File: src/rtl/ibex_pkg.sv
// ibex_pkg: shared types used by the writeback stage slice
package ibex_pkg;
  typedef enum logic [1:0] {
    WB_INSTR_LOAD  = 2'b00,
    WB_INSTR_STORE = 2'b01,
    WB_INSTR_OTHER = 2'b10
  } wb_instr_type_e;
endpackage

File: src/rtl/ibex_wb_stage_if.sv
// ibex_wb_stage_if: ID/EX, LSU and register-file signals around the writeback stage
interface ibex_wb_stage_if;
  logic                      en_wb_i;
  ibex_pkg::wb_instr_type_e  instr_type_wb_i;
  logic [31:0]               pc_id_i;
  logic                      instr_is_compressed_id_i;
  logic                      instr_perf_count_id_i;
  logic [4:0]                rf_waddr_id_i;
  logic [31:0]               rf_wdata_id_i;
  logic                      rf_we_id_i;
  logic [31:0]               rf_wdata_lsu_i;
  logic                      rf_we_lsu_i;
  logic                      lsu_resp_valid_i;
  logic                      lsu_resp_err_i;
  logic                      ready_wb_o;
  logic                      rf_write_wb_o;
  logic                      outstanding_load_wb_o;
  logic                      outstanding_store_wb_o;
  logic [31:0]               pc_wb_o;
  logic                      perf_instr_ret_wb_o;
  logic                      perf_instr_ret_compressed_wb_o;
  logic [4:0]                rf_waddr_wb_o;
  logic [31:0]               rf_wdata_wb_o;
  logic                      rf_we_wb_o;
  modport master (
    output en_wb_i, instr_type_wb_i, pc_id_i, instr_is_compressed_id_i, instr_perf_count_id_i,
           rf_waddr_id_i, rf_wdata_id_i, rf_we_id_i, rf_wdata_lsu_i, rf_we_lsu_i,
           lsu_resp_valid_i, lsu_resp_err_i,
    input  ready_wb_o, rf_write_wb_o, outstanding_load_wb_o, outstanding_store_wb_o, pc_wb_o,
           perf_instr_ret_wb_o, perf_instr_ret_compressed_wb_o, rf_waddr_wb_o, rf_wdata_wb_o,
           rf_we_wb_o
  );
  modport slave (
    input  en_wb_i, instr_type_wb_i, pc_id_i, instr_is_compressed_id_i, instr_perf_count_id_i,
           rf_waddr_id_i, rf_wdata_id_i, rf_we_id_i, rf_wdata_lsu_i, rf_we_lsu_i,
           lsu_resp_valid_i, lsu_resp_err_i,
    output ready_wb_o, rf_write_wb_o, outstanding_load_wb_o, outstanding_store_wb_o, pc_wb_o,
           perf_instr_ret_wb_o, perf_instr_ret_compressed_wb_o, rf_waddr_wb_o, rf_wdata_wb_o,
           rf_we_wb_o
  );
endinterface

File: src/rtl/ibex_wb_stage.sv
// ibex_wb_stage: writeback stage holding one retiring instruction until it completes
module ibex_wb_stage
  import ibex_pkg::*;
#(
  parameter bit WritebackStage = 1'b1
) (
  input logic            clk_i,
  input logic            rst_ni,
  ibex_wb_stage_if.slave wb
);
  if (WritebackStage) begin : g_wb_stage
    logic           wb_valid_q, compressed_q, perf_count_q, rf_we_q;
    logic           wb_done, ready, accept, is_other, lsu_err;
    wb_instr_type_e type_q;
    logic [31:0]    pc_q, rf_wdata_q;
    logic [4:0]     rf_waddr_q;
    assign is_other = type_q == WB_INSTR_OTHER;
    assign wb_done  = wb_valid_q & (is_other | wb.lsu_resp_valid_i);
    assign ready    = ~wb_valid_q | wb_done;
    assign accept   = wb.en_wb_i & ready;
    assign lsu_err  = wb.lsu_resp_valid_i & wb.lsu_resp_err_i;
    // Occupancy: a completion and a new hand-over in the same cycle keep the slot full
    always_ff @(posedge clk_i or negedge rst_ni)
      if (!rst_ni) wb_valid_q <= 1'b0;
      else if (accept) wb_valid_q <= 1'b1;
      else if (wb_done) wb_valid_q <= 1'b0;
    // Payload is captured on hand-over only and left stale once the slot empties
    always_ff @(posedge clk_i or negedge rst_ni)
      if (!rst_ni) begin
        type_q       <= WB_INSTR_LOAD;
        pc_q         <= '0;
        compressed_q <= 1'b0;
        perf_count_q <= 1'b0;
        rf_waddr_q   <= '0;
        rf_wdata_q   <= '0;
        rf_we_q      <= 1'b0;
      end else if (accept) begin
        type_q       <= wb.instr_type_wb_i;
        pc_q         <= wb.pc_id_i;
        compressed_q <= wb.instr_is_compressed_id_i;
        perf_count_q <= wb.instr_perf_count_id_i;
        rf_waddr_q   <= wb.rf_waddr_id_i;
        rf_wdata_q   <= wb.rf_wdata_id_i;
        rf_we_q      <= wb.rf_we_id_i;
      end
    assign wb.ready_wb_o                     = ready;
    assign wb.rf_write_wb_o                  = wb_valid_q & rf_we_q & is_other;
    assign wb.outstanding_load_wb_o          = wb_valid_q & (type_q == WB_INSTR_LOAD);
    assign wb.outstanding_store_wb_o         = wb_valid_q & (type_q == WB_INSTR_STORE);
    assign wb.pc_wb_o                        = pc_q;
    assign wb.perf_instr_ret_wb_o            = wb_done & perf_count_q & ~lsu_err;
    assign wb.perf_instr_ret_compressed_wb_o = wb_done & perf_count_q & ~lsu_err & compressed_q;
    assign wb.rf_waddr_wb_o                  = rf_waddr_q;
    assign wb.rf_wdata_wb_o                  = wb.rf_we_lsu_i ? wb.rf_wdata_lsu_i : rf_wdata_q;
    assign wb.rf_we_wb_o                     = (wb_valid_q & rf_we_q & is_other) | wb.rf_we_lsu_i;
    a_en_ready: assert property (@(posedge clk_i) disable iff (!rst_ni) wb.en_wb_i |-> ready);
    a_resp_outstanding: assert property (@(posedge clk_i) disable iff (!rst_ni)
      wb.lsu_resp_valid_i |-> wb_valid_q & ~is_other);
    a_lsu_we_resp: assert property (@(posedge clk_i) disable iff (!rst_ni)
      wb.rf_we_lsu_i |-> wb.lsu_resp_valid_i);
    a_type_known: assert property (@(posedge clk_i) disable iff (!rst_ni)
      wb.en_wb_i |-> wb.instr_type_wb_i != 2'b11);
  end else begin : g_no_wb_stage
    logic unused_ctrl;
    assign unused_ctrl = ^{clk_i, rst_ni, wb.instr_type_wb_i, wb.lsu_resp_valid_i, wb.lsu_resp_err_i};
    assign wb.ready_wb_o                     = 1'b1;
    assign wb.rf_write_wb_o                  = 1'b0;
    assign wb.outstanding_load_wb_o          = 1'b0;
    assign wb.outstanding_store_wb_o         = 1'b0;
    assign wb.pc_wb_o                        = wb.pc_id_i;
    assign wb.perf_instr_ret_wb_o            = wb.en_wb_i & wb.instr_perf_count_id_i;
    assign wb.perf_instr_ret_compressed_wb_o = wb.en_wb_i & wb.instr_perf_count_id_i &
                                               wb.instr_is_compressed_id_i;
    assign wb.rf_waddr_wb_o                  = wb.rf_waddr_id_i;
    assign wb.rf_wdata_wb_o                  = wb.rf_we_lsu_i ? wb.rf_wdata_lsu_i : wb.rf_wdata_id_i;
    assign wb.rf_we_wb_o                     = (wb.en_wb_i & wb.rf_we_id_i) | wb.rf_we_lsu_i;
  end
endmodule
File: src/flat_wrapper.sv
// flat-port wrapper written by rule: the top's interface ports become plain ports
module ibex_wb_stage_flat import ibex_pkg::*;
#(
  parameter bit WritebackStage = 1'b1
)
  (clk_i, rst_ni, wb_en_wb_i, wb_instr_type_wb_i, wb_pc_id_i, wb_instr_is_compressed_id_i, wb_instr_perf_count_id_i, wb_rf_waddr_id_i, wb_rf_wdata_id_i, wb_rf_we_id_i, wb_rf_wdata_lsu_i, wb_rf_we_lsu_i, wb_lsu_resp_valid_i, wb_lsu_resp_err_i, wb_ready_wb_o, wb_rf_write_wb_o, wb_outstanding_load_wb_o, wb_outstanding_store_wb_o, wb_pc_wb_o, wb_perf_instr_ret_wb_o, wb_perf_instr_ret_compressed_wb_o, wb_rf_waddr_wb_o, wb_rf_wdata_wb_o, wb_rf_we_wb_o);
  ibex_wb_stage_if wb_i ();
  input logic clk_i;
  input logic rst_ni;
  input wire logic [$bits(wb_i.en_wb_i)-1:0] wb_en_wb_i;
  input wire logic [$bits(wb_i.instr_type_wb_i)-1:0] wb_instr_type_wb_i;
  input wire logic [$bits(wb_i.pc_id_i)-1:0] wb_pc_id_i;
  input wire logic [$bits(wb_i.instr_is_compressed_id_i)-1:0] wb_instr_is_compressed_id_i;
  input wire logic [$bits(wb_i.instr_perf_count_id_i)-1:0] wb_instr_perf_count_id_i;
  input wire logic [$bits(wb_i.rf_waddr_id_i)-1:0] wb_rf_waddr_id_i;
  input wire logic [$bits(wb_i.rf_wdata_id_i)-1:0] wb_rf_wdata_id_i;
  input wire logic [$bits(wb_i.rf_we_id_i)-1:0] wb_rf_we_id_i;
  input wire logic [$bits(wb_i.rf_wdata_lsu_i)-1:0] wb_rf_wdata_lsu_i;
  input wire logic [$bits(wb_i.rf_we_lsu_i)-1:0] wb_rf_we_lsu_i;
  input wire logic [$bits(wb_i.lsu_resp_valid_i)-1:0] wb_lsu_resp_valid_i;
  input wire logic [$bits(wb_i.lsu_resp_err_i)-1:0] wb_lsu_resp_err_i;
  output wire logic [$bits(wb_i.ready_wb_o)-1:0] wb_ready_wb_o;
  output wire logic [$bits(wb_i.rf_write_wb_o)-1:0] wb_rf_write_wb_o;
  output wire logic [$bits(wb_i.outstanding_load_wb_o)-1:0] wb_outstanding_load_wb_o;
  output wire logic [$bits(wb_i.outstanding_store_wb_o)-1:0] wb_outstanding_store_wb_o;
  output wire logic [$bits(wb_i.pc_wb_o)-1:0] wb_pc_wb_o;
  output wire logic [$bits(wb_i.perf_instr_ret_wb_o)-1:0] wb_perf_instr_ret_wb_o;
  output wire logic [$bits(wb_i.perf_instr_ret_compressed_wb_o)-1:0] wb_perf_instr_ret_compressed_wb_o;
  output wire logic [$bits(wb_i.rf_waddr_wb_o)-1:0] wb_rf_waddr_wb_o;
  output wire logic [$bits(wb_i.rf_wdata_wb_o)-1:0] wb_rf_wdata_wb_o;
  output wire logic [$bits(wb_i.rf_we_wb_o)-1:0] wb_rf_we_wb_o;
  assign wb_i.en_wb_i = wb_en_wb_i;
  assign wb_i.instr_type_wb_i = wb_instr_type_wb_i;
  assign wb_i.pc_id_i = wb_pc_id_i;
  assign wb_i.instr_is_compressed_id_i = wb_instr_is_compressed_id_i;
  assign wb_i.instr_perf_count_id_i = wb_instr_perf_count_id_i;
  assign wb_i.rf_waddr_id_i = wb_rf_waddr_id_i;
  assign wb_i.rf_wdata_id_i = wb_rf_wdata_id_i;
  assign wb_i.rf_we_id_i = wb_rf_we_id_i;
  assign wb_i.rf_wdata_lsu_i = wb_rf_wdata_lsu_i;
  assign wb_i.rf_we_lsu_i = wb_rf_we_lsu_i;
  assign wb_i.lsu_resp_valid_i = wb_lsu_resp_valid_i;
  assign wb_i.lsu_resp_err_i = wb_lsu_resp_err_i;
  assign wb_ready_wb_o = wb_i.ready_wb_o;
  assign wb_rf_write_wb_o = wb_i.rf_write_wb_o;
  assign wb_outstanding_load_wb_o = wb_i.outstanding_load_wb_o;
  assign wb_outstanding_store_wb_o = wb_i.outstanding_store_wb_o;
  assign wb_pc_wb_o = wb_i.pc_wb_o;
  assign wb_perf_instr_ret_wb_o = wb_i.perf_instr_ret_wb_o;
  assign wb_perf_instr_ret_compressed_wb_o = wb_i.perf_instr_ret_compressed_wb_o;
  assign wb_rf_waddr_wb_o = wb_i.rf_waddr_wb_o;
  assign wb_rf_wdata_wb_o = wb_i.rf_wdata_wb_o;
  assign wb_rf_we_wb_o = wb_i.rf_we_wb_o;
  ibex_wb_stage #(.WritebackStage(WritebackStage)) u_core (.clk_i(clk_i), .rst_ni(rst_ni), .wb(wb_i));
endmodule
File: config.mk
export PLATFORM = sky130hd
export DESIGN_NAME = ibex_wb_stage_flat
export DESIGN_NICKNAME = d
export VERILOG_FILES = /design/src/rtl/ibex_pkg.sv /design/src/rtl/ibex_wb_stage_if.sv /design/src/rtl/ibex_wb_stage.sv /design/src/flat_wrapper.sv
export SDC_FILE = /design/constraint.sdc
export NUM_CORES = 1
export LEC_CHECK = 0
export BUFFER_PORTS_ARGS = -buffer_cell sky130_fd_sc_hd__clkbuf_2
export CORE_MARGIN = 2
export CORE_UTILIZATION = 45
export CTS_CLUSTER_SIZE = 20
export DETAILED_ROUTE_END_ITERATION = 6
export PLACE_DENSITY_LB_ADDON = 0.15
export REMOVE_ABC_BUFFERS = 1
export SKIP_CTS_REPAIR_TIMING = 1
export SYNTH_ARGS = -nofsm -noshare
export SYNTH_HDL_FRONTEND = slang
export SYNTH_SLANG_ARGS = --single-unit
File: constraint.sdc
create_clock -name clk_i -period 2.02 [get_ports clk_i]
set_clock_uncertainty 0.05 [all_clocks]
set_input_delay 0.202 -clock clk_i [delete_from_list [all_inputs] [get_ports clk_i]]
set_output_delay 0.202 -clock clk_i [all_outputs]
set_load 0.1 [all_outputs]
==> results.cfg, run 1 <==
[detailed_routing]
drtIter0Drc = 23
vias = 2309
first_pass_iters = 4
wl_per_cell_microns = 13.8
drc = 0
wirelength_microns = 7000
vias_per_cell = 4.56
ant_nets = 0

[floorplan]
die_area_sq_mm = 0.00862
die_x_microns = 92.8
initial_core_util_pct = 46.2
core_area_sq_mm = 0.00769
fp.dieH_microns = 92.8
ioPinCount = 188
num_rows = 32

[logic_synthesis]
ys_types = 18
yosysWarnings = 0
syn_avg_cell_area_sq_um = 17.2
ys_ff_latch = 75
synthCells = 207
netlist_area_sq_mm = 0.00355
seq_area_frac_synth_pct = 52.9

[worst_setup_path]
start_kind = register
r2r_slack_ns = 0.38
r2r_end = u_core.g_wb_stage.rf_wdata_q[18]
crit_fanout = 5
crit_required_ns = 1.77
crit_type = register to output pin
reg2reg_depth = 4
arrival_ns = 1.65
end_kind = output pin
reg2reg_from = u_core.g_wb_stage.type_q[1]

[min_path]
min_to = u_core.wb.pc_wb_o[5]
worstHoldStart = wb_pc_id_i[5]
hold_depth = 2
hold_class = input pin to register

[cts]
cts_inserted_buffers = 9
htree_levels = 3
root_buffer = clkbuf_8
clk_latency_ns = 0.32
clk_pin_slew_ns = 0.07
clock-sinks = 75
clk_path_buf_depth = 2
cts_tree = done

[pwr]
fin_total_pwr_mw = 5.69
ir_worst_vdd_uv = 734
internal_power_mw = 3.04
p_leak_nw = 2.55
p_comb_share_pct = 47.5
seq_power_share_pct = 33.5
pwr-share-clk_pct = 19.0
switchingPower_mw = 2.65
switching_share_pct = 46.5
power.density_mw_per_mm2 = 1190

[final_layout]
layout-drive-gt1-share_pct = 78.7
final_nets = 511
area_growth_syn_to_layout_pct = 35.0
num_antenna_cells = 0

[global_routing]
grtUsageTotal_pct = 16.2
grt_pass1_vias = 2348
grt_first_pass_wirelength_microns = 11000
grt_start_max_net_pins = 42
antenna_found_initial = 0
overflow = 0

[placement]
gp_congestion = 0.753
dp_slack_ns = 0.296
io_buffer_count = 187
dp_hpwl_microns = 5320

[sta]
hold_viol_final = 0
post-route-period-util_pct = 94.1
rsz0062_at_grt = false
slew_headroom_pct = 63.3
drv_slew = 0
fin_ws_ns = 0.119
worst_slew_pin_slew_ns = 0.553
fmax_mhz = 526
final-setup-viol-count = 0
period_minus_slack_ns = 1.90

[flow_run]
max-cap-violations = 0

[run_status]
status = completed
==> final cells by class <==
type,instances,area (sq um)
timing repair buffer,193,1070
sequential,75,1880
fill,625,2890
tap,102,128
clock buffer,14,153
multi-input combinational,120,1540
clock inverter,2,35.0
==> through the flow <==
| stage | util (%) | cells | TNS (ns) | cell area [sq um] | hold WS (ns) |
|---|---|---|---|---|---|
| global placement | 59.7 | 489 | 0 | 4590 | 0.154 |
| floorplan | - | 195 | -147.03 | 3400 | -0.144 |
| detailed placement | 59.7 | 489 | 0 | 4590 | 0.153 |
| finish | 62.4 | 506 | 0 | 4790 | 0.0552 |
| CTS | 62.1 | 505 | -0.0758 | 4770 | -0.211 |
| global route | 62.4 | 506 | 0 | 4790 | 0.0369 |
==> synth_stat cells <==
| cell | number | share of area (%) |
|---|---|---|
| dfrtp_1 | 75 | 53 |
| mux2_4 | 60 | 25 |
| mux2_2 | 46 | 15 |
| buf_12 | 6 | 3.4 |
| buf_2 | 4 | 0.56 |
| nand2b_1 | 3 | 0.53 |
| or2_2 | 2 | 0.35 |
| a21oi_1 | 1 | 0.14 |
| and2_1 | 1 | 0.18 |
| and3_1 | 1 | 0.18 |
| and3b_1 | 1 | 0.25 |
| buf_6 | 1 | 0.32 |
| clkbuf_1 | 1 | 0.11 |
| nand2_1 | 1 | 0.11 |
| nor2b_4 | 1 | 0.39 |
| nor3b_1 | 1 | 0.21 |
| o21ai_2 | 1 | 0.25 |
| or3b_2 | 1 | 0.25 |
==> power by group through the flow <==
stage | Combinational (mW) | Clock, mW | Sequential (mW)
2_1_floorplan | 1.37 | 0 | 2.81
3_5_place_dp | 2.72 | 0 | 1.93
5_1_grt | 2.79 | 1.18 | 1.94
6_report | 2.70 | 1.08 | 1.91
3_3_place_gp | 2.69 | 0 | 1.93
4_1_cts | 2.72 | 1.13 | 1.91
==> cells in the final DEF (no fill, tap or decap) <==
master / count
mux2_4: 60
o21ai_4: 1
or3b_4: 1
buf_2: 1
buf_4: 2
and2_4: 1
dfrtp_1: 74
nor3b_1: 1
buf_12: 6
mux2_2: 46
and3_1: 1
nand2_1: 1
nor2b_4: 1
dlygate4sd3_1: 1
clkbuf_8: 10
a21oi_2: 1
or2_2: 2
nand2b_1: 3
bufinv_16: 1
dfrtp_2: 1
and3b_1: 1
clkbuf_1: 4
clkbuf_2: 183
clkinv_2: 1
==> state kept, by name, indices dropped and copies added (netlist names) <==
| name | count |
|---|---|
| u_core.wb.pc_wb_o | 32 |
| u_core.g_wb_stage.rf_we_q | 1 |
| u_core.wb.rf_waddr_wb_o | 5 |
| u_core.g_wb_stage.type_q | 2 |
| u_core.g_wb_stage.wb_valid_q | 1 |
| u_core.g_wb_stage.rf_wdata_q | 32 |
| u_core.g_wb_stage.compressed_q | 1 |
| u_core.g_wb_stage.perf_count_q | 1 |
==> worst max-delay path, cell delays in order, from the launching register on <==
cell,delay (ns)
dfrtp_2,0.44
or3b_4,0.40
a21oi_2,0.15
and2_4,0.17
buf_12,0.16
==> per-layer routing <==
layer | vias to the layer above | GRT usage (%) | routed length (microns)
met5 | - | 0 | 0
met4 | 0 | 6.62 | 108
met3 | 10 | 4.88 | 674
met2 | 122 | 25.6 | 3200
met1 | 1060 | 20.9 | 3020
li1 | 1117 | - | -
==> worst max-delay path by stage <==
stage | from | to | slack, ns | cells past startpoint
after floorplan | u_core.g_wb_stage.type_q[1] | u_core.g_wb_stage.rf_wdata_q[15] | -1.99 | 3
after global placement | u_core.g_wb_stage.type_q[0] | wb_perf_instr_ret_compressed_wb_o | 0.33 | 4
after detailed placement | u_core.g_wb_stage.type_q[0] | wb_perf_instr_ret_compressed_wb_o | 0.30 | 4
after CTS | u_core.g_wb_stage.type_q[0] | wb_perf_instr_ret_compressed_wb_o | -0.07 | 4
after global routing | u_core.g_wb_stage.type_q[0] | wb_perf_instr_ret_compressed_wb_o | 0.04 | 4
final | u_core.g_wb_stage.type_q[0] | wb_perf_instr_ret_compressed_wb_o | 0.12 | 4
==> logic make-up after synthesis <==
family	Yosys count	share of synthesized area, %
muxes	106	40.0
DFF	75	52.9
and+or+nand+nor	12	2.43
buffers and inverters	12	4.37
AOI/OAI and AO/OA	2	0.388
Note: power is estimated with default switching activity, not from simulation.
==> inputs of run 2 (changes only) <==
--- a/config.mk
+++ b/config.mk
@@ -6,8 +6,9 @@
 export NUM_CORES = 1
 export LEC_CHECK = 0
 export BUFFER_PORTS_ARGS = -buffer_cell sky130_fd_sc_hd__clkbuf_2
+export CORE_ASPECT_RATIO = 0.7
 export CORE_MARGIN = 2
-export CORE_UTILIZATION = 45
+export CORE_UTILIZATION = 49
 export CTS_CLUSTER_SIZE = 20
 export DETAILED_ROUTE_END_ITERATION = 6
 export PLACE_DENSITY_LB_ADDON = 0.15
==> constraint.sdc (replaced) <==
create_clock -name clk_i -period 2.2 [get_ports clk_i]
set_clock_uncertainty 0.05 [all_clocks]
set_input_delay 0.22 -clock clk_i [delete_from_list [all_inputs] [get_ports clk_i]]
set_output_delay 0.22 -clock clk_i [all_outputs]
set_load 0.1 [all_outputs]
==> results.cfg, run 2 (synthesized netlist as in run 1, its figures left out) <==
[run_status]
status = completed

[min_path]
hold_class = input pin to register
hold_depth = 2

[detailed_routing]
drtIter0Drc = 60
top_layer_used = met4
vias = 2376
ant_nets = 0
drt-met1-wl_microns = 3250
wl_met2_microns = 4150
wl_met3_microns = 450
vias_per_cell = 4.79
drc = 0
wl_per_cell_microns = 15.9
wirelength_microns = 7910
first_pass_iters = 4

[placement]
io_buffer_count = 187
dp_slack_ns = 0.452
dp_cells = 480
dp_hpwl_microns = 6000
placed_cell_area_sq_mm = 0.00454
gp_congestion = 0.736

[sta]
post-route-period-util_pct = 95.1
final-setup-viol-count = 0
slew_headroom_pct = 63.2
rsz0062_at_grt = false
period_minus_slack_ns = 2.09
drv_slew = 0
hold_viol_final = 0
worst_slew_pin_slew_ns = 0.555
fmax_mhz = 478
holdWs_ns = 0.0655
fin_ws_ns = 0.109

[pwr]
ir_worst_vdd_uv = 734
p_leak_nw = 2.57
power.density_mw_per_mm2 = 1160

[final_layout]
final_cells = 496
seq_area_sq_mm = 0.00188
mostFrequentLayoutCell = clkbuf_2
num_antenna_cells = 0
final_nets = 510
multi_input_area_sq_mm = 0.00153
layout-drive-gt1-share_pct = 78.9
finalInstanceArea_sq_mm = 0.00482
area_growth_syn_to_layout_pct = 35.6
final_cell_mix = clkbuf_2, dfrtp_1, mux2_4, mux2_2, clkbuf_8
fillers = 507

[worst_setup_path]
slowest_stage = or3b_2
start_kind = register
crit_required_ns = 1.93
path_buf_inv = 1
path_delay_family = simple AND/OR/NAND/NOR gates
crit_type = register to output pin
end_kind = output pin
crit_fanout = 5
path_cells = or3b_2 -> a21oi_1 -> and2_1 -> buf_12
reg2reg_depth = 4
arrival_ns = 1.82
crit_cells = 4
slowest_delay_ns = 0.48

[cts]
clk_latency_ns = 0.33
root_buffer = clkbuf_8
clk_path_buf_depth = 2
cts_inserted_buffers = 9
clock-sinks = 75
clk_pin_slew_ns = 0.08
cts_tree = done
htree_levels = 3

[floorplan]
die_area_sq_mm = 0.00795
initial_core_util_pct = 51.6
ioPinCount = 188
core_area_sq_mm = 0.00688
die_x_microns = 106
fp.dieH_microns = 75.2
num_rows = 25

[global_routing]
grtUsageTotal_pct = 19.3
grt_first_pass_wirelength_microns = 11600
antenna_found_initial = 0
overflow = 0
grt_pass1_vias = 2346
grt_start_max_net_pins = 52

[flow_run]
max-cap-violations = 0
## run 2: area by class of cell
cell class | instances | area share [%]
clock buffer | 9 | 2.57
clock inverter | 6 | 2.86
multi-input combinational | 120 | 31.7
sequential | 75 | 39.0
tap | 94 | 2.44
timing repair buffer | 192 | 21.5
## run 2: final timing paths
path	startpoint	slack [ns]	to
hold reg to reg	u_core.g_wb_stage.rf_wdata_q[12]	0.46	u_core.g_wb_stage.rf_wdata_q[12]
min in group asynchronous	rst_ni	0.34	u_core.g_wb_stage.rf_wdata_q[20]
max in group asynchronous	rst_ni	1.19	u_core.wb.pc_wb_o[22]
setup / recovery	u_core.g_wb_stage.type_q[0]	0.11	wb_perf_instr_ret_compressed_wb_o
hold / removal	wb_pc_id_i[8]	0.07	u_core.wb.pc_wb_o[8]
setup reg to reg	u_core.g_wb_stage.type_q[1]	0.48	u_core.g_wb_stage.rf_wdata_q[22]
## run 2: per-layer routing
layer	global-route usage, %	vias to the layer above
met5	0	-
met2	34.4	94
met4	5.85	0
li1	-	1114
met1	23.9	1164
met3	4.85	4
## run 2: report_power, final
| group | leakage [nW] | internal, mW | total (mW) | switching (mW) |
|---|---|---|---|---|
| clock | 0.130 | 0.868 | 1.36 | 0.492 |
| combinational | 1.56 | 0.616 | 2.48 | 1.86 |
| sequential | 0.875 | 1.61 | 1.76 | 0.148 |
| total | 2.57 | 3.09 | 5.60 | 2.50 |
## run 2: per-stage QoR
step | setup TNS (ns) | power, mW | util [%]
after global routing | 0 | 5.79 | 70.0
after floorplan | -133.06 | 3.84 | -
after detailed placement | 0 | 4.27 | 66.0
final | 0 | 5.60 | 70.0
after CTS | 0 | 5.64 | 69.8
after global placement | 0 | 4.24 | 66.0
## run 2: worst reg2reg max path: stages (launching register included)
cell and delay, ns:
dfrtp_1 0.43, nor2b_4 0.16, o21ai_4 0.18, buf_4 0.39, mux2_2 0.39
==> inputs of run 3 (changes only) <==
--- a/config.mk
+++ b/config.mk
@@ -6,7 +6,6 @@
 export NUM_CORES = 1
 export LEC_CHECK = 0
 export BUFFER_PORTS_ARGS = -buffer_cell sky130_fd_sc_hd__clkbuf_2
-export CORE_ASPECT_RATIO = 0.7
 export CORE_MARGIN = 2
 export CORE_UTILIZATION = 49
 export CTS_CLUSTER_SIZE = 20
==> results.cfg, run 3 (synthesized netlist as in run 1, its figures left out) <==
[final_layout]
final_nets = 508
multi_input_area_sq_mm = 0.00153
final_cell_mix = clkbuf_2, dfrtp_1, mux2_4, mux2_2, clkbuf_8
layout-drive-gt1-share_pct = 79.6
area_growth_syn_to_layout_pct = 33.8
fillers = 574
seq_area_sq_mm = 0.00188
mostFrequentLayoutCell = clkbuf_2
num_antenna_cells = 0

[floorplan]
core_area_sq_mm = 0.00714
ioPinCount = 188
initial_core_util_pct = 49.8
die_area_sq_mm = 0.00794
num_rows = 31
fp.dieH_microns = 89.1
die_x_microns = 89.1

[global_routing]
overflow = 0
grtUsageTotal_pct = 18.2
grt_start_max_net_pins = 76
grt_first_pass_wirelength_microns = 10800
antenna_found_initial = 0
grt_pass1_vias = 2240

[min_path]
hold_class = input pin to asynchronous set/reset pin

[pwr]
ir_worst_vdd_uv = 723
power.density_mw_per_mm2 = 1130
p_leak_nw = 2.52
fin_total_pwr_mw = 5.35

[placement]
dp_hpwl_microns = 5380
gp_congestion = 0.813
io_buffer_count = 187

[flow_run]
max-cap-violations = 0

[cts]
cts_tree = done
htree_levels = 3
root_buffer = clkbuf_8
clock-sinks = 75
cts_inserted_buffers = 9
clk_pin_slew_ns = 0.08
clk_latency_ns = 0.33
clk_path_buf_depth = 2

[worst_setup_path]
arrival_ns = 1.84
start_kind = register
crit_fanout = 5
crit_required_ns = 1.93
crit_type = register to output pin
end_kind = output pin

[sta]
worst_slew_pin_slew_ns = 0.914
hold_viol_final = 75
slew_headroom_pct = 39.1
post-route-period-util_pct = 96.1
drv_slew = 0
fmax_mhz = 473
rsz0062_at_grt = false
holdWs_ns = -0.0384
period_minus_slack_ns = 2.11
final-setup-viol-count = 0
setup_tns_ns = 0

[detailed_routing]
drc = 0
first_pass_iters = 4
drtIter0Drc = 36
wl_per_cell_microns = 14.6
ant_nets = 0
vias = 2335
vias_per_cell = 4.67
wirelength_microns = 7290

[run_status]
status = finished with violations
failed_checks = negative hold slack
[run 3: changes by cell type in the layout (fill, tap and decap cells not counted), sizes merged]
cell | before | now
dlygate4sd3 | 1 | 0
clkinv | 1 | 2
inv | 1 | 0
buf | 7 | 6
clkinvlp | 0 | 3
bufinv | 4 | 2
[run 3: area by class of cell]
class,instances,area share (%)
clock buffer,9,2.61
clock inverter,7,1.95
multi-input combinational,120,32.2
sequential,75,39.5
tap,99,2.61
timing repair buffer,190,21.1
[run 3: power breakdown]
| group | internal (mW) | switching (mW) |
|---|---|---|
| Clock | 0.634 | 0.505 |
| Sequential | 1.61 | 0.139 |
| Combinational | 0.611 | 1.86 |
| Total | 2.85 | 2.50 |
[run 3: routing by layer]
metal  vias up  wire [microns]  track usage [%]
li1       1107               -                -
met1      1097            3050             23.4
met2       116            3510             28.7
met3        15             599             5.26
met4         0             132             8.28
met5         -               0                0
[run 3: worst paths after layout]
kind | from | to | slack, ns | cells after the start
min reg2reg | u_core.g_wb_stage.rf_wdata_q[18] | u_core.g_wb_stage.rf_wdata_q[18] | 0.46 | 1
max in group asynchronous | rst_ni | u_core.g_wb_stage.type_q[0] | 1.49 | 1
max reg2reg | u_core.g_wb_stage.type_q[1] | u_core.g_wb_stage.rf_wdata_q[16] | 0.43 | 4
min | rst_ni | u_core.g_wb_stage.rf_wdata_q[3] | -0.04 | 1
max | u_core.g_wb_stage.type_q[0] | wb_perf_instr_ret_compressed_wb_o | 0.09 | 4
min in group clk_i | wb_pc_id_i[13] | u_core.wb.pc_wb_o[13] | 0.05 | 2
[run 3: per-stage QoR]
| step | std cells | instance area [sq um] | setup slack [ns] | hold slack (ns) | utilization [%] |
|---|---|---|---|---|---|
| floorplan | 195 | 3400 | -1.81 | -0.126 | - |
| global placement | 484 | 4530 | 0.443 | 0.367 | 63.5 |
| detailed placement | 484 | 4530 | 0.417 | 0.369 | 63.5 |
| CTS | 500 | 4750 | 0.0659 | -0.00900 | 66.5 |
| global route | 500 | 4750 | 0.0135 | 0.0353 | 66.6 |
| finish | 500 | 4750 | 0.0862 | -0.0384 | 66.6 |
[run 3: worst max-delay path, cell delays in order (launching register included)]
cell and delay, ns:
dfrtp_2 0.45, or3b_2 0.51, a21oi_2 0.17, and2_1 0.19, buf_12 0.19
